### src/rtl/tophat_infer_ctrl.sv
// tophat_infer_ctrl: host command sequencer for the tophat tree engine.
// Parses host bytes into clear/load/infer commands, forwards model
// payload to the loader, captures features and walks the tree.
// Ports:
//   clk, rst            clock, async active-high reset
//   host_valid_i/byte_i host byte stream, one byte per strobe
//   busy_o              high while a command is in progress
//   load_clear_o        one-cycle clear pulse to the model loader
//   load_valid_o/byte_o payload byte to the model loader
//   model_loaded_i      loader holds a complete model
//   node_*_i, leaf_*_i  flattened model tables from the loader
//   result_o/valid_o    leaf value of the last inference, pulse on update
//   error_o             sticky error, cleared by the next good command
// Node, leaf and feature indexes are 3 bits wide, so the tables are
// padded to 8 entries internally; padding entries are never selected.
module tophat_infer_ctrl #(
  parameter int         NUM_INTERNAL = 7,
  parameter int         NUM_LEAVES   = 8,
  parameter int         NUM_FEATURES = 8,
  parameter logic [7:0] CMD_CLEAR    = 8'hA0,
  parameter logic [7:0] CMD_LOAD     = 8'hA1,
  parameter logic [7:0] CMD_INFER    = 8'hA2
) (
  input  logic                      clk,
  input  logic                      rst,
  input  logic                      host_valid_i,
  input  logic [7:0]                host_byte_i,
  output logic                      busy_o,
  output logic                      load_clear_o,
  output logic                      load_valid_o,
  output logic [7:0]                load_byte_o,
  input  logic                      model_loaded_i,
  input  logic [NUM_INTERNAL*3-1:0] node_feature_i,
  input  logic [NUM_INTERNAL*8-1:0] node_threshold_i,
  input  logic [NUM_INTERNAL*4-1:0] node_left_i,
  input  logic [NUM_INTERNAL*4-1:0] node_right_i,
  input  logic [NUM_LEAVES*8-1:0]   leaf_value_i,
  output logic [7:0]                result_o,
  output logic                      result_valid_o,
  output logic                      error_o
);

  localparam int MODEL_BYTES = NUM_INTERNAL*4 + NUM_LEAVES;
  localparam int IDX_N       = 8;

  typedef enum logic [1:0] {
    IDLE,
    LOAD,
    FEAT,
    WALK
  } state_t;

  state_t      state_q, state_d;
  logic [5:0]  cnt_q, cnt_d;
  logic [2:0]  node_q, node_d;
  logic [2:0]  step_q, step_d;
  logic [7:0]  feat_q [IDX_N];
  logic        feat_we;
  logic        clear_q, clear_d;
  logic        lvalid_q, lvalid_d;
  logic [7:0]  lbyte_q, lbyte_d;
  logic [7:0]  res_q, res_d;
  logic        rv_q, rv_d;
  logic        err_q, err_d;

  logic [2:0]  nf_a [IDX_N];
  logic [7:0]  nt_a [IDX_N];
  logic [3:0]  nl_a [IDX_N];
  logic [3:0]  nr_a [IDX_N];
  logic [7:0]  lv_a [IDX_N];

  for (genvar g = 0; g < IDX_N; g++) begin : g_node
    if (g < NUM_INTERNAL) begin : g_v
      assign nf_a[g] = node_feature_i[g*3 +: 3];
      assign nt_a[g] = node_threshold_i[g*8 +: 8];
      assign nl_a[g] = node_left_i[g*4 +: 4];
      assign nr_a[g] = node_right_i[g*4 +: 4];
    end else begin : g_z
      assign nf_a[g] = '0;
      assign nt_a[g] = '0;
      assign nl_a[g] = '0;
      assign nr_a[g] = '0;
    end
  end

  for (genvar g = 0; g < IDX_N; g++) begin : g_leaf
    if (g < NUM_LEAVES) begin : g_v
      assign lv_a[g] = leaf_value_i[g*8 +: 8];
    end else begin : g_z
      assign lv_a[g] = '0;
    end
  end

  logic [7:0] f_val;
  logic       go_left;
  logic [3:0] child;
  logic [2:0] c_idx;
  logic       c_leaf;
  logic       leaf_ok;
  logic       node_ok;

  // Child code: bit3 selects a leaf, bits 2:0 index it.
  assign f_val   = feat_q[nf_a[node_q]];
  assign go_left = f_val <= nt_a[node_q];
  assign child   = go_left ? nl_a[node_q] : nr_a[node_q];
  assign c_leaf  = child[3];
  assign c_idx   = child[2:0];
  assign leaf_ok = {29'd0, c_idx} < 32'(NUM_LEAVES);
  assign node_ok = {29'd0, c_idx} < 32'(NUM_INTERNAL);

  logic is_clr, is_load, is_inf;

  assign is_clr  = host_byte_i == CMD_CLEAR;
  assign is_load = host_byte_i == CMD_LOAD;
  assign is_inf  = host_byte_i == CMD_INFER;

  always_comb begin
    state_d  = state_q;
    cnt_d    = cnt_q;
    node_d   = node_q;
    step_d   = step_q;
    feat_we  = 1'b0;
    clear_d  = 1'b0;
    lvalid_d = 1'b0;
    lbyte_d  = lbyte_q;
    res_d    = res_q;
    rv_d     = 1'b0;
    err_d    = err_q;
    unique case (state_q)
      IDLE: begin
        if (host_valid_i) begin
          unique case (1'b1)
            is_clr: begin
              clear_d = 1'b1;
              err_d   = 1'b0;
            end
            is_load: begin
              clear_d = 1'b1;
              err_d   = 1'b0;
              cnt_d   = '0;
              state_d = LOAD;
            end
            is_inf && model_loaded_i: begin
              err_d   = 1'b0;
              cnt_d   = '0;
              state_d = FEAT;
            end
            default: err_d = 1'b1;
          endcase
        end
      end
      LOAD: begin
        if (host_valid_i) begin
          lvalid_d = 1'b1;
          lbyte_d  = host_byte_i;
          cnt_d    = cnt_q + 6'd1;
          if (cnt_q == 6'(MODEL_BYTES - 1)) begin
            cnt_d   = '0;
            state_d = IDLE;
          end
        end
      end
      FEAT: begin
        if (host_valid_i) begin
          feat_we = 1'b1;
          cnt_d   = cnt_q + 6'd1;
          if (cnt_q == 6'(NUM_FEATURES - 1)) begin
            cnt_d   = '0;
            node_d  = '0;
            step_d  = '0;
            state_d = WALK;
          end
        end
      end
      WALK: begin
        // Stray host bytes are dropped; the walk still completes.
        if (host_valid_i) err_d = 1'b1;
        if (c_leaf) begin
          state_d = IDLE;
          if (leaf_ok) begin
            res_d = lv_a[c_idx];
            rv_d  = 1'b1;
          end else begin
            err_d = 1'b1;
          end
        end else if (!node_ok) begin
          err_d   = 1'b1;
          state_d = IDLE;
        end else if (step_q == 3'(NUM_INTERNAL - 1)) begin
          // A legal tree never needs more internal steps than nodes.
          err_d   = 1'b1;
          state_d = IDLE;
        end else begin
          node_d = c_idx;
          step_d = step_q + 3'd1;
        end
      end
      default: state_d = IDLE;
    endcase
  end

  always_ff @(posedge clk or posedge rst) begin
    if (rst) begin
      state_q  <= IDLE;
      cnt_q    <= '0;
      node_q   <= '0;
      step_q   <= '0;
      clear_q  <= 1'b0;
      lvalid_q <= 1'b0;
      lbyte_q  <= '0;
      res_q    <= '0;
      rv_q     <= 1'b0;
      err_q    <= 1'b0;
      for (int i = 0; i < IDX_N; i++) feat_q[i] <= '0;
    end else begin
      state_q  <= state_d;
      cnt_q    <= cnt_d;
      node_q   <= node_d;
      step_q   <= step_d;
      clear_q  <= clear_d;
      lvalid_q <= lvalid_d;
      lbyte_q  <= lbyte_d;
      res_q    <= res_d;
      rv_q     <= rv_d;
      err_q    <= err_d;
      if (feat_we) feat_q[cnt_q[2:0]] <= host_byte_i;
    end
  end

  assign busy_o         = state_q != IDLE;
  assign load_clear_o   = clear_q;
  assign load_valid_o   = lvalid_q;
  assign load_byte_o    = lbyte_q;
  assign result_o       = res_q;
  assign result_valid_o = rv_q;
  assign error_o        = err_q;

endmodule

### config.mk
export PLATFORM = sky130hd
export DESIGN_NAME = tophat_infer_ctrl
export DESIGN_NICKNAME = d
export VERILOG_FILES = /design/src/rtl/tophat_infer_ctrl.sv
export SDC_FILE = /design/constraint.sdc
export NUM_CORES = 1
export LEC_CHECK = 0
export CORE_UTILIZATION = 46
export DETAILED_ROUTE_END_ITERATION = 8
export PLACE_DENSITY_LB_ADDON = 0.05
export RECOVER_POWER = 50
export SYNTH_ARGS = -nofsm -noshare
export SYNTH_HDL_FRONTEND = slang
export SYNTH_SLANG_ARGS = --single-unit
### constraint.sdc
create_clock -name clk -period 8.52 [get_ports clk]
set_clock_uncertainty 0.15 [all_clocks]
set_input_delay 1.704 -clock clk [delete_from_list [all_inputs] [get_ports clk]]
set_output_delay 1.704 -clock clk [all_outputs]
set_load 0.05 [all_outputs]
Word level (Yosys, flattened, before mapping) --
Index checks and enable logic that the tools add are counted.
Word-level totals: bits in registers 98, logic and storage cells 131, input bits 209
Cells by class: magnitude comparators 7, add/sub/neg operators 2, reduce and logical (&&, ||, !) cells 16, bitwise logic cells 4, equality and inequality tests 20, multiplexer cells 64
Operators by type and width (number):
- $bmux W8 S3 | 3
- $bwmux W64 | 1
- $mux W8 | 7
- $mux W6 | 6
- $mux W3 | 10
- $bmux W4 S3 | 2
- $demux W8 S3 | 1
- $eq A8 B8 Y1 const B | 3
- $mux W4 | 5
- $ne A2 B2 Y1 const B | 9
- $pmux W6 S3 | 1
- $ge A4 B4 Y1 const B | 4
- $mux W2 | 8
- $not A3 Y4 | 4
- $mux W1 | 14
- $pmux W3 S2 | 2
- $bmux W3 S3 | 1
- $le A8 B8 Y1 | 1
- $pmux W2 S4 | 1
- $reduce_and A7 Y1 | 1
- $add A6 B1 Y6 const B | 1
- $eq A6 B3 Y1 const B | 1
- $eq A6 B6 Y1 const B | 1
- $reduce_and A2 Y1 | 3
- 18 further kinds | 23

Longest topological paths before layout --
Gate-level depths: netlist of run 1.
depth in word-level cells 14, gate-level depth with buffers 21, gate-level depth less buffers 16

Worst setup path after synthesis of run 1 --
No wires, ideal clock.
path kind input -> register, start input port node_feature_i[9], end register state_q[1], stages on the path 16, path buffers 3, slack 1713 ps, arrival 6532 ps, cell sequence mux4_2 > o21ai_1 > buf_2 > mux4_2 > mux2_2 > ha_1 > and4_1 > a21boi_1 > o31ai_2 > mux4_2 > and2_4 > buf_6 > a221o_1 > buf_6 > o211a_1 > mux2_4
On the way: longest elaborated chain between the ends 13
RTL lines:
- start: declaration | line 33 | input logic [NUM_INTERNAL*3-1:0] node_feature_i,
- $bmux W3 S3 (*) | line 103 | assign f_val = feat_q[nf_a[node_q]];
- $mux W3 (not written as such) (*) (2 in a row) | line 103
- $not A3 Y4 (not written as such) (*) | line 103
- $bmux W8 S3 (*) | line 103
- $mux W8 (not written as such) (*) (2 in a row) | line 103
- $le A8 B8 Y1 (*) | line 104 | assign go_left = f_val <= nt_a[node_q];
- $mux W4 (*) | line 105 | assign child = go_left ? nl_a[node_q] : nr_a[node_q];
- $lt A3 B3 Y1 | line 109 | assign node_ok = {29'd0, c_idx} < 32'(NUM_INTERNAL);
- $mux W2 | line 186 | end else if (!node_ok) begin
- $mux W2 | line 178 | if (c_leaf) begin
- $pmux W2 S4 | line 129 | unique case (state_q)
- end signal: assignment | line 216 | state_q <= state_d;
- end: declaration | line 53 | state_t state_q, state_d;
Every way passes the cells marked *; elsewhere a longest branch is shown, timed or not. The select of a mux whose other input is x is not followed. A chain may end at the register's enable or synchronous reset.

Worst setup path after layout of run 1 --
start input port node_feature_i[0], end register state_q[1]
The elaborated chain is that of the path after synthesis.

==> results by stage, run 1 <==
Synth:
- Counting every instance in the synthesized netlist gives roughly 520.
- The synthesis warning total is 0.
- Counting instances in the post-synthesis netlist gives the leading cell types as sky130_fd_sc_hd__dfrtp_1, sky130_fd_sc_hd__mux2_2, sky130_fd_sc_hd__mux2i_1.
- Counting flops with a built-in enable in the synthesized netlist gives 0.
- The number of distinct library cells after synthesis is 48.
- For this run, the register share of the synthesized area comes to between 30% and 40%.
- The library cell occupying the most area in the post-synthesis netlist is sky130_fd_sc_hd__dfrtp_1.
- The net count after synthesis is between 700 and 800.
- The proportion of synthesized flip-flops having asynchronous set or reset is between 90% and 100%.
- After synthesis, the mean cell area works out to about 12 um^2.
- The most used flip-flop cell after synthesis is sky130_fd_sc_hd__dfrtp_1.
- The share of Yosys cell area claimed by the top area cell type is between 30% and 40%.
- By area the synthesized netlist is led by sky130_fd_sc_hd__dfrtp_1, sky130_fd_sc_hd__mux2_2, sky130_fd_sc_hd__mux4_2.
- In this run the cell area of the synthesized design comes to approximately 0.0063 mm^2.
- After synthesis the netlist holds a flip-flop and latch count of just under 100.
- sky130_fd_sc_hd__dfrtp_1 is the most common cell in the netlist.

Power and ir drop:
- The completed layout was analyzed and its total power is around 1.4 mW.
- VDD sags by at most between 0.0002 and 0.00025 V.
- Dividing total power by cell area gives a power density of between 150 and 200 mW/mm^2.
- The leakage power of the design is 3.74 nW.

Cells and area:
- The final non-filler cell area is roughly 0.009 mm^2.
- The area added between synthesis and finish is 43.1%.
- At the end of the flow the core is filled with cells to just under 70%.
- The number of antenna diodes is 0.
- The post-layout net count is just under 1,000.
- The fraction of layout instances using a drive strength above 1 is approximately a fifth.
- The number of non-filler instances in the completed layout is 918.

Global routing:
- The first global-routing pass estimated about 29,000 um of wire.
- For this run, global-route usage on met3 was measured as under 10%.
- The number of antenna violations at the first check in global routing is 0.
- The busiest layer in global routing is met2.
- In the global route stage, met1 resource usage came out at between 30% and 40%.
- The largest net degree at the start of global routing is between 50 and 60.
- For this run, the total global-route usage over all layers was measured as approximately 27%.
- The met2 track utilization from global routing is 50.5%.
- The number of global-route vias before repair is 5,532.
- The remaining global-route overflow is 0.

Route:
- The total length of routed wires is about 19,000 um.
- The remaining number of nets flagged by the antenna check after routing is 0.
- In this run, the number of DRC markers left after iteration 0 of detailed routing was approximately 210.
- Before antenna repair, the detailed router went through 4 iterations.
- In the routed design, unresolved DRC markers number 0.
- Summing over every cut layer, the via total after detailed routing is 5,180.
- The routed length per instance is between 20 and 25 um.
- The routed via count divided by cell count is approximately 5.6.

CTS:
- The clock tree from TritonCTS is yes.
- TritonCTS created 9 clock buffers.
- Clock latency on the worst-skew pair, taken at its later pin, is ~0.35 ns.
- The count of clock tree sinks is between 90 and 100.
- The library cell used as clock root buffer is sky130_fd_sc_hd__clkbuf_16.
- The clock slew at the register clock pins of the worst setup and hold paths is around 0.06 ns.
- The number of setup buffers added after CTS is 0.
- The quantity of hold-fixing buffers added after cts is 0.
- The post-cts repair resize count is 0.
- The number of buffers on the longest clock path is 2.
- The clock tree synthesis step divided the H-tree into 3 levels.

Floorplan:
- The area enclosed by the die boundary is around 0.014 mm^2.
- Once the floorplan was initialized, standard cells occupied a little under half of the core.
- The core footprint is between 0.01 and 0.015 mm^2.
- The I/O pin count is 230.
- Measured along the x axis, the die boundary spans about 120 um.
- The height of the die is approximately 120 um.
- The cell row count is 42.

Timing:
- The number of pins exceeding their max-slew limit in the final report is roughly 100.
- Setup violations remaining at the end of the flow were counted as 0.
- The final hold violation count is 0.
- The transition at the pin with the smallest max-transition slack is ~2.7 ns.
- The final period utilization is 81.8%.
- The aggregate negative setup slack is 0 ns.
- The fmax is about 0.14 GHz.
- Setup repair after global routing left no endpoint under its margin.
- The worst pin sits at a relative slew slack of -81.6%.
- The post-route minimum period is ~7.0 ns.

Setup path:
- The worst setup path is of the input port to flip-flop kind.
- Counting cells, the worst reg-to-reg path comes to 15.
- For the worst setup path, the data arrival time is 7.05 ns.
- The startpoint type of the worst setup path is an input port.
- STA classifies the critical path endpoint as a flip-flop.
- The required time of the critical path is 8.60 ns.
- The critical-path maximum fanout is 12.

Placement:
- The HPWL after detailed placement is between 10,000 and 15,000 um.
- At the end of routability-driven placement, the weighted congestion stood at ~0.84.
- The number of input and output port buffers inserted is approximately 230.
- The post-placement cell area is around 0.0087 mm^2.
- The number of placed instances, taps included, is 902.

Hold path:
- The tightest min-delay check is of the flip-flop to flip-flop type.
- The number of instances on the worst hold path is 2.

Status:
- The checks that failed: max-capacitance violations, max-slew violations.
- The run finished, with violations left.

Flow run:
- The tool flagged a number of max-cap violations equal to 2.
==> layout make-up <==
class                      instances  area (um^2)
clock buffer                      10          229
clock inverter                     6         48.8
fill                            1000         4300
inverter                           9         35.0
multi-input combinational        379         3640
sequential                        98         2450
tap                              176          220
timing repair buffer             240         2370
==> cells by family (layout without fill, tap and decap cells) <==
family          Yosys count  in the layout  share of synthesized area (%)
simple gates             96             96                           7.33
buf+inv                  45            265                           3.30
mux                     176            176                           37.4
flops                    98             98                           39.0
fa+ha+maj                16             16                           3.18
compound gates           91             91                           9.81
==> power by group <==
| part | internal [mW] | total, mW | switching (mW) |
|---|---|---|---|
| clock network | 0.202 | 0.379 | 0.178 |
| registers | 0.504 | 0.532 | 0.0289 |
| logic | 0.218 | 0.449 | 0.230 |
==> sequential cells by signal, indices dropped and copies added, names as in the netlist <==
register        cells
feat_q             64
load_byte_o         8
result_o            8
cnt_q               6
node_q              3
step_q              3
state_q             2
error_o             1
load_clear_o        1
load_valid_o        1
result_valid_o      1
==> worst paths after layout <==
| check | endpoint | from | slack, ns |
|---|---|---|---|
| max in group asynchronous | node_q[1] | rst | 2.51 |
| max reg2reg | state_q[1] | node_q[1] | 2.65 |
| min in group asynchronous | cnt_q[4] | rst | 2.21 |
| min reg2reg | result_o[6] | result_o[6] | 0.33 |
| max | state_q[1] | node_feature_i[0] | 1.55 |
| min | result_o[6] | result_o[6] | 0.33 |
==> through the flow <==
stage / setup slack (ns) / hold WS [ns]
after floorplan: 1.71 / 0.310
after global placement: 1.26 / 0.310
after detailed placement: 1.17 / 0.320
after CTS: 1.48 / 0.334
after global routing: 1.23 / 0.365
final: 1.55 / 0.329
==> cells in the final DEF, fill, tap and decap left out, types with 7 or more instances in the layout <==
master                            count
sky130_fd_sc_hd__o21ai_0             25
sky130_fd_sc_hd__mux2i_1             57
sky130_fd_sc_hd__dfrtp_1             96
sky130_fd_sc_hd__nand2_1             41
sky130_fd_sc_hd__a22o_1              19
sky130_fd_sc_hd__o31ai_1              9
sky130_fd_sc_hd__nor2_1              17
sky130_fd_sc_hd__mux2_2              79
sky130_fd_sc_hd__clkbuf_16            9
sky130_fd_sc_hd__nor3_1               7
sky130_fd_sc_hd__o21ai_1             10
sky130_fd_sc_hd__mux4_2              37
sky130_fd_sc_hd__o211ai_1            12
sky130_fd_sc_hd__buf_4               10
sky130_fd_sc_hd__inv_1                7
sky130_fd_sc_hd__clkdlybuf4s50_1    227
sky130_fd_sc_hd__ha_1                16
==> per-layer routing <==
| metal | vias up | routed length (um) |
|---|---|---|
| li1 | 2419 | - |
| met1 | 2575 | 7240 |
| met2 | 166 | 10200 |
| met3 | 20 | 927 |
| met4 | 0 | 342 |
| met5 | - | 0 |
==> worst max-delay path: stages <==
cell and delay, ns:
sky130_fd_sc_hd__clkdlybuf4s50_1 0.43, sky130_fd_sc_hd__mux4_2 0.49, sky130_fd_sc_hd__o21ai_2 0.68, sky130_fd_sc_hd__mux4_2 0.61, sky130_fd_sc_hd__mux2_2 0.28, sky130_fd_sc_hd__ha_1 0.31
sky130_fd_sc_hd__o21ai_0 0.22, sky130_fd_sc_hd__nor2_1 0.09, sky130_fd_sc_hd__o31ai_2 0.53, sky130_fd_sc_hd__mux4_2 0.45, sky130_fd_sc_hd__and2_4 0.23, sky130_fd_sc_hd__a221o_1 0.44
sky130_fd_sc_hd__o211a_1 0.28, sky130_fd_sc_hd__mux2_4 0.30
Power figures use the tool's default switching activity.
==> inputs of run 2 (changes only) <==
--- a/config.mk
+++ b/config.mk
@@ -5,7 +5,7 @@
 export SDC_FILE = /design/constraint.sdc
 export NUM_CORES = 1
 export LEC_CHECK = 0
-export CORE_UTILIZATION = 46
+export CORE_UTILIZATION = 41
 export DETAILED_ROUTE_END_ITERATION = 8
 export PLACE_DENSITY_LB_ADDON = 0.05
 export RECOVER_POWER = 50
==> constraint.sdc (replaced) <==
create_clock -name clk -period 5.63 [get_ports clk]
set_clock_uncertainty 0.15 [all_clocks]
set_input_delay 1.126 -clock clk [delete_from_list [all_inputs] [get_ports clk]]
set_output_delay 1.126 -clock clk [all_outputs]
set_load 0.05 [all_outputs]
==> results by stage, run 2 (synthesis results as in run 1) <==
Cells and area:
- The number of antenna diodes is 0.
- Counting flops per register, the top entry is feat_q.
- Leaving out fill and tap cells, the most frequent cell in the layout is sky130_fd_sc_hd__clkdlybuf4s50_1.
- The area added between synthesis and finish is 50.2%.
- In the layout the commonest cells are sky130_fd_sc_hd__clkdlybuf4s50_1, sky130_fd_sc_hd__dfrtp_1, sky130_fd_sc_hd__mux2_2.
- The number of non-filler instances in the completed layout is approximately 950.
- The fraction of layout instances using a drive strength above 1 is ~25%.
- The number of flip-flops under the largest register name is 64.
- Registers take ~0.0025 mm^2.
- The post-layout net count is around 980.
- The layout has 1,164 filler cells.
- In the final layout, the multi-input gates occupy around 0.0038 mm^2.
- At the end of the flow the core is filled with cells to roughly 64%.
- The finished cells cover 0.00944 mm^2.

Global routing:
- In the global route stage, met2 resource usage came out at roughly 45%.
- Summed over all layers, the global routing overflow is 0.
- The global-route met3 utilization is approximately 4.2%.
- The first global-routing pass estimated between 20,000 and 30,000 um of wire.
- Entering global routing, the biggest net connects 54 pins.
- The number of antenna violations at the first check in global routing is 1.
- The number of global-route vias before repair came to 5,384.
- The overall track demand over capacity in global routing is between 20% and 30%.
- After global routing, the most crowded layer is met2.
- Global routing consumed, on the met1 layer, between 20 and 30% of the routing resources.

Timing:
- The final hold violation count is 0.
- Setup repair after global routing left no endpoint under its margin.
- The post-route minimum period is around 5.5 ns.
- The tightest slew margin relative to the limit is -55.7%.
- For the pin with the worst max-slew slack, the measured transition is 2.32 ns.
- The aggregate negative setup slack is 0 ns.
- Derived from the worst setup path, the maximum achievable clock frequency is ~0.18 GHz.
- Setup violations remaining at the end of the flow were counted as 0.
- On the final layout, the worst hold slack is between 0.3 and 0.4 ns.
- The slack of the critical path is approximately 0.16 ns.
- Dividing the final minimum period by the clock period gives 97.2%.
- The number of pins exceeding their max-slew limit in the final report is 54.

Status:
- The checks that failed: max-capacitance violations, max-slew violations.
- The run finished, with violations left.

Power and ir drop:
- The peak supply drop is roughly 0.00023 V.
- The total power divided by cell area is roughly 230 mW/mm^2.
- The leakage power of the design is just under 4 nW.
- After layout, the design draws a total of 2.15 mW.

CTS:
- The clock tree from TritonCTS is yes.
- The insertion delay to the later sink of the worst-skew pair is 0.35 ns.
- The count of H-tree levels built during CTS is 3.
- The count of clock tree sinks is between 90 and 100.
- Counting along the longest clock path gives a buffer depth of 2.
- TritonCTS created 9 clock buffers.
- The clock slew at the register clock pins of the worst setup and hold paths is ~0.070 ns.
- The library cell used as clock root buffer is sky130_fd_sc_hd__clkbuf_16.

Setup path:
- The required time of the critical path is between 5 and 6 ns.
- The worst setup path is captured at a flip-flop.
- The arrival time at the worst endpoint is between 5 and 6 ns.
- STA classifies the critical path startpoint as an input port.
- The beginning of the worst register-to-register path is node_q[0].
- The endpoint identified for the worst register-to-register timing path is state_q[1].
- The depth of the most critical reg-to-reg path is 18.
- The minimum setup slack among reg-to-reg paths is 0.61 ns.
- The critical-path maximum fanout is 8.
- The worst setup path is of the input port to flip-flop kind.

Floorplan:
- The height of the die is around 130 um.
- The cell row count is 44.
- For this configuration, the core starts out at a cell density of about 43%.
- The I/O pin count is 230.
- The die covers roughly 0.016 mm^2.
- The die boundary width is approximately 130 um.
- The core footprint is between 0.01 and 0.015 mm^2.

Placement:
- The last weighted congestion value of the routability-driven placer is 0.877.
- The HPWL after detailed placement is 14,800 um.
- The number of input and output port buffers inserted is 229.
- The post-placement cell area is 0.00897 mm^2.
- The post-placement cell count is 924.
- The pre-CTS setup slack is -0.405 ns.

Route:
- After detailed routing, the average wire length per cell comes to about 20 um.
- The routed via count divided by cell count is between 5 and 6.
- The violation count after the first detailed-route iteration is around 180.
- The detail route stage leaves a number of antenna-violating nets equal to 0.
- The pre-antenna-repair detailed-routing pass consisted of 4 iterations.
- The detailed router placed 5,250 vias in this run.
- The residual DRC count is 0.
- The total length of routed wires is 19,300 um.

Flow run:
- The max capacitance violation total is 1.

Hold path:
- Along the worst hold path, the cell count comes to 2.
- The worst hold path terminates at result_o[3].
- The worst min-delay path class is flip-flop to flip-flop.
- The startpoint identified for the worst hold timing path is result_o[3].
run 2: power by group:
group          internal, mW  switching, mW  leakage [nW]
clock                 0.351          0.278         0.145
sequential            0.762         0.0431          1.31
combinational         0.355          0.359          2.49
total                  1.47          0.680          3.95
run 2: worst max-delay path: stages:
cell and delay (ns):
sky130_fd_sc_hd__clkdlybuf4s50_1 0.40, sky130_fd_sc_hd__mux4_2 0.51, sky130_fd_sc_hd__o21ai_4 0.19, sky130_fd_sc_hd__buf_12 0.15, sky130_fd_sc_hd__mux4_2 0.48, sky130_fd_sc_hd__mux2_2 0.30
sky130_fd_sc_hd__ha_4 0.24, sky130_fd_sc_hd__and4_4 0.19, sky130_fd_sc_hd__a21boi_2 0.17, sky130_fd_sc_hd__o31ai_4 0.25, sky130_fd_sc_hd__buf_6 0.15, sky130_fd_sc_hd__mux4_2 0.31
sky130_fd_sc_hd__and2_4 0.18, sky130_fd_sc_hd__a221o_1 0.36, sky130_fd_sc_hd__o211a_1 0.25, sky130_fd_sc_hd__mux2_4 0.29
run 2: layout make-up:
type                    count  area share (%)
multi-input cells         379            40.1
well taps                 184            2.44
clock buffers              10            2.42
clock inverters             6           0.795
repair buffers            261            27.8
inverters                   9           0.371
flip-flops and latches     98            26.0
run 2: repair_timing:
| item | CTS | global route |
|---|---|---|
| buffers inserted | 0 | 6 |
| pin swaps | 1 | 10 |
| setup endpoints to repair | 5 | 15 |
| gates cloned | 0 | 1 |
| hold buffers | 0 | 0 |
| gates resized for setup | 0 | 23 |
run 2: how the worst max path moves through the flow:
stage                       endpoint  slack [ns]              start  cells past startpoint
after floorplan           state_q[1]        -0.1  node_feature_i[9]                     16
after global placement    state_q[1]       -0.31  node_feature_i[9]                     16
after detailed placement   node_q[2]       -0.40  node_feature_i[0]                     16
after CTS                  node_q[1]        0.01  node_feature_i[0]                     16
after global routing      state_q[1]        0.02  node_feature_i[4]                     17
final                     state_q[1]        0.16  node_feature_i[7]                     16
run 2: per-layer routing:
layer / vias up / wire length [um]
met2: 140 / 10200
met3: 22 / 921
met1: 2630 / 7900
li1: 2456 / -
met4: 2 / 272
met5: - / 13
==> RTL change 1 (flow settings as in run 1) <==
Set the localparam `IDX_N` to 4 (it was 8).
--- a/src/rtl/tophat_infer_ctrl.sv
+++ b/src/rtl/tophat_infer_ctrl.sv
@@ -41,7 +41,7 @@
 );
 
   localparam int MODEL_BYTES = NUM_INTERNAL*4 + NUM_LEAVES;
-  localparam int IDX_N       = 8;
+  localparam int IDX_N       = 4;
 
   typedef enum logic [1:0] {
     IDLE,
Function: same outputs for any inputs over 10 cycles, from zero or initial values and one cycle with rst high; that may be too few to reach the edited logic, so the function may still have changed.
==> RTL change 1 against run 1 <==
- the flow finishes with violations (DRC, capacitance limit, slew limit)
- wire length down 43%
- sequential cell count down 33
- area after synthesis decreased by 33%
- setup slack better by 1.1 ns
- combinational power grew 91%
- non-clock buffer count shrank 102
- total power increased by 16%
- final area down 35%
- die area shrank 33%
- critical endpoint is now result_o[0]$_DFFE_PP0P_
- highest routed layer unchanged
==> RTL change 1: results (changes against run 1) <==
| Metric | Value |
|---|---|
| Status | finished with violations |
| Failing checks | DRC, capacitance limit, slew limit |
| Storage element area | 1630 um^2 (-34%) |
| Fin. max-slew vios | 65 (-36%) |
| Clock network share of area | 3.35% (+0.26 points) |
| Leak Pwr | 2.49 nW (-34%) |
| Multi-input combinational cell count | 246 (-35%) |
| Non-clock inverter count in the final layout | 25 (+16) |
| CP max FO | 18 (+6) |
| Post-route DRC violation count | 34 (+34) |
| Seq/Total Area, Yosys | 38.6% (-0.38 points) |
| Routed wire length | 10700 um (-43%) |
| Vias after detailed routing | 3395 (-34%) |
| Met2 routed wirelength | 5200 um (-49%) |
| Maxcap violations | 1 (-1) |
| Overall Global Routing Usage | 23.9% (-3.0 points) |
| DP HPWL | 8310 um (-43%) |
| Max-Slew Margin vs Limit | -123% (-42 points) |
| 1st-iter DRT viols | 167 (-21%) |
| Adder-Cell Fraction of Synth Area | 6.24% (+3.1 points) |
| Non-clk buf share | 23.6% (-2.8 points) |
| Gp weighted congestion | 0.847 (+1.0%) |
| Share of layout cells above drive strength 1 | 19.0% (-1.2 points) |
| Post-CTS sizing | 0 (unchanged) |
| Tightest hold margin | 0.338 ns (+0.00826 ns) |
| Placed cell area | 5630 um^2 (-35%) |
| Yosys top cell area share | 38.6% (-0.38 points) |
| Cell family with most CP delay | multiplexers |
| Multiplexer share of the synthesized area | 30.0% (-7.4 points) |
| Root Driver | clkbuf_8 |
| Post-synthesis compound-gate area fraction | 10.7% (+0.92 points) |
| Max Used Layer | met4 |
| Final core utilization | 66.2% (-1.5 points) |
| Area of the multi-input gates | 2400 um^2 (-34%) |
| First-pass GRT wire length | 17800 um (-40%) |
| Fmax achieved | 171 MHz (+19%) |
| Initial DRT Pass Iterations | 6 (+2) |
| Reg2reg setup slack | 3.67 ns (+1.02 ns) |
| M1 wire length | 4740 um (-35%) |
| Syn Area/Cell | 12.1 um^2 (+0.18%) |
| CP max stage delay | 0.78 ns (+0.10 ns) |
| # fillers | 705 (-30%) |
| Reg-to-reg endpoint | result_o[0]$_DFFE_PP0P_ |
| VDD IR max | 0.000202 V (-17%) |
| Final net count | 715 (-26%) |
| Tap cells | 108 (-39%) |
| Synth area leaders | dfrtp_1, mux4_2, mux2_2, ha_1, mux2i_1 |
| Pre-CTS WS | 2.29 ns (+1.12 ns) |
| Wire per inst | 17.9 um (-12%) |
| # port buffers | 136 (-41%) |
| Non-CTS buffers | 138 (-43%) |
| Max reg flops | 32 (-50%) |
| Dpl cells | 582 (-35%) |
| Met2 GRT Util | 40.2% (-10 points) |
| Met3 Use GR | 5.90% (+0.54 points) |
| Worst R2R Path Depth | 10 (-5) |
==> RTL change 1: cell types whose count changed after synthesis, sizes merged, moves of 7 or more <==
| cell | run 1 | this run |
|---|---|---|
| mux4 | 38 | 26 |
| o211ai | 12 | 3 |
| o31ai | 10 | 3 |
| inv | 9 | 25 |
| nor2 | 17 | 6 |
| o21ai | 36 | 20 |
| dfrtp | 98 | 65 |
| clkbuf | 21 | 3 |
| o221ai | 0 | 9 |
| nand2 | 41 | 30 |
| a22o | 19 | 0 |
| mux2 | 80 | 39 |
| mux2i | 58 | 21 |
==> RTL change 1: where the power goes <==
| part | switching, W | internal (W) |
|---|---|---|
| registers | 0.0000673 | 0.000397 |
| clock network | 0.000125 | 0.000136 |
| logic | 0.000456 | 0.000400 |
| total | 0.000648 | 0.000933 |
==> RTL change 1: tightest hold or removal path: cells and delay by family (launching register included) <==
family,cells,cell delay [ns]
compound gates,1,0.06
flops,1,0.35
simple gates,1,0.05
==> RTL change 2 (flow settings as in run 1) <==
Without the edit above. Encoding of `state_t`: now one-hot (4 bits for 4 states).
--- a/src/rtl/tophat_infer_ctrl.sv
+++ b/src/rtl/tophat_infer_ctrl.sv
@@ -43,11 +43,11 @@
   localparam int MODEL_BYTES = NUM_INTERNAL*4 + NUM_LEAVES;
   localparam int IDX_N       = 8;
 
-  typedef enum logic [1:0] {
-    IDLE,
-    LOAD,
-    FEAT,
-    WALK
+  typedef enum logic [3:0] {
+    IDLE = 4'b0001,
+    LOAD = 4'b0010,
+    FEAT = 4'b0100,
+    WALK = 4'b1000
   } state_t;
 
   state_t      state_q, state_d;
Function: no difference found for any inputs over 10 cycles, from zero or initial values and one cycle with rst high; not proved beyond that.
==> RTL change 2 against run 1 <==
- sequential share of layout area is 0.44 points higher
- final area is 0.46% higher
- non-clock buffer count is 4 lower
- count of clock-buffer cells in the layout is 1 higher
- total power is 0.58% lower
- wire length is 1.7% higher
- setup slack worse by 0.053 ns
- core utilization is 0.31 points higher
- sequential cell count is 2 higher
- first-iteration DRC count is 20% higher
- area after synthesis is 0.50% higher
==> RTL change 2: results (changes against run 1) <==
| Metric | Value |
|---|---|
| Leak Pwr | 4.01 nW (+7.2%) |
| Hold wc startpoint | feat_q[1]$_DFFE_PP0P_ |
| Crit path from | node_feature_i[3] |
| Fin Setup TNS | 0 ns (unchanged) |
| Root Driver | clkbuf_16 |
| Vias in the first global route | 5391 (-2.5%) |
| 1st-iter DRT viols | 254 (+20%) |
| Post-CTS sizing | 0 (unchanged) |
| Cell family with most CP delay | multiplexers |
| First-pass GRT wire length | 29700 um (+1.1%) |
| Largest net degree at the start of global routing | 89 (+68%) |
| HP Class | reg -> reg |
| Overall Global Routing Usage | 27.5% (+0.60 points) |
| Syn nets | 739 (-1.1%) |
| Dpl cells | 899 (-0.33%) |
| Clock power share | 31.9% (+4.0 points) |
| Via density | 5.62 (-0.32%) |
| Synth area leaders | dfrtp_1, mux4_2, mux2_2, mux2i_1, nand2_1 |
| Gp weighted congestion | 0.867 (+3.4%) |
| Comb group | 0.000388 W (-14%) |
| Synth unique cells | 48 (unchanged) |
| CTS H-Tree Depth | 3 (unchanged) |
| Initial DRT Pass Iterations | 6 (+2) |
| Vias after detailed routing | 5141 (-0.75%) |
| Hold EP | feat_q[1]$_DFFE_PP0P_ |
| Final net count | 954 (-0.83%) |
| CP max stage delay | 0.55 ns (-0.13 ns) |
| Share of layout cells above drive strength 1 | 21.1% (+0.92 points) |
| Final Cycle Share | 82.4% (+0.62 points) |
| Crit path DAT | 7.09 ns (+0.04 ns) |
| Syn. warnings | 0 (unchanged) |
| Tightest hold margin | 0.327 ns (-0.00260 ns) |
| Status | finished clean |
| Most common flop cell mapped by yosys | dfrtp_1 |
| Final setup violation count | 0 (unchanged) |
| Reg2reg setup slack | 2.24 ns (-0.41 ns) |
| Internal | 0.000963 W (+4.2%) |
| Reg-to-reg endpoint | node_q[0]$_DFFE_PP0P_ |
| Initial antenna violation count | 0 (unchanged) |
| DP HPWL | 14800 um (+1.1%) |
| Routed wire length | 19000 um (+1.7%) |
| VDD IR max | 0.000204 V (-17%) |
| Total power | 0.00135 W (-0.58%) |
| Syn Area/Cell | 12.2 um^2 (+1.1%) |
| Commonest cells in the netlist | dfrtp_1, mux2_2, mux2i_1 |
| Placed cell area | 8720 um^2 (about the same) |
| CP max FO | 35 (+23) |
| Seq/Total Area, Yosys | 39.6% (+0.62 points) |
| Worst R2R Path Depth | 20 (+5) |
| Pre-CTS WS | 1.07 ns (-0.0993 ns) |
| Slew @ Worst Pin | 1.10 ns (-1.62 ns) |
-- RTL change 2: kinds of logic after synthesis --
| group | after synthesis | share of synthesized area [%] |
|---|---|---|
| mux | 171 | 36.3 |
| simple gates | 102 | 7.90 |
| flops | 100 | 39.6 |
| compound gates | 91 | 10.7 |
| buf+inv | 44 | 3.31 |
| fa+ha+maj | 11 | 2.18 |
-- RTL change 2: cell type report --
class | count | area (um^2)
Sequential cell | 100 | 2510
Multi-Input combinational cell | 375 | 3600
Clock buffer | 11 | 243
Timing Repair Buffer | 236 | 2340
Tap cell | 176 | 220
Inverter | 12 | 46.3
Clock inverter | 4 | 73.8
Fill cell | 988 | 4260
-- RTL change 2: metal layers --
layer	GRT usage [%]	vias to the layer above	part of all wire, %
met4	8.07	0	1.9
met1	36.0	2564	43
met5	0	-	0
met2	47.1	149	50
met3	4.36	24	5.2
li1	-	2404	-
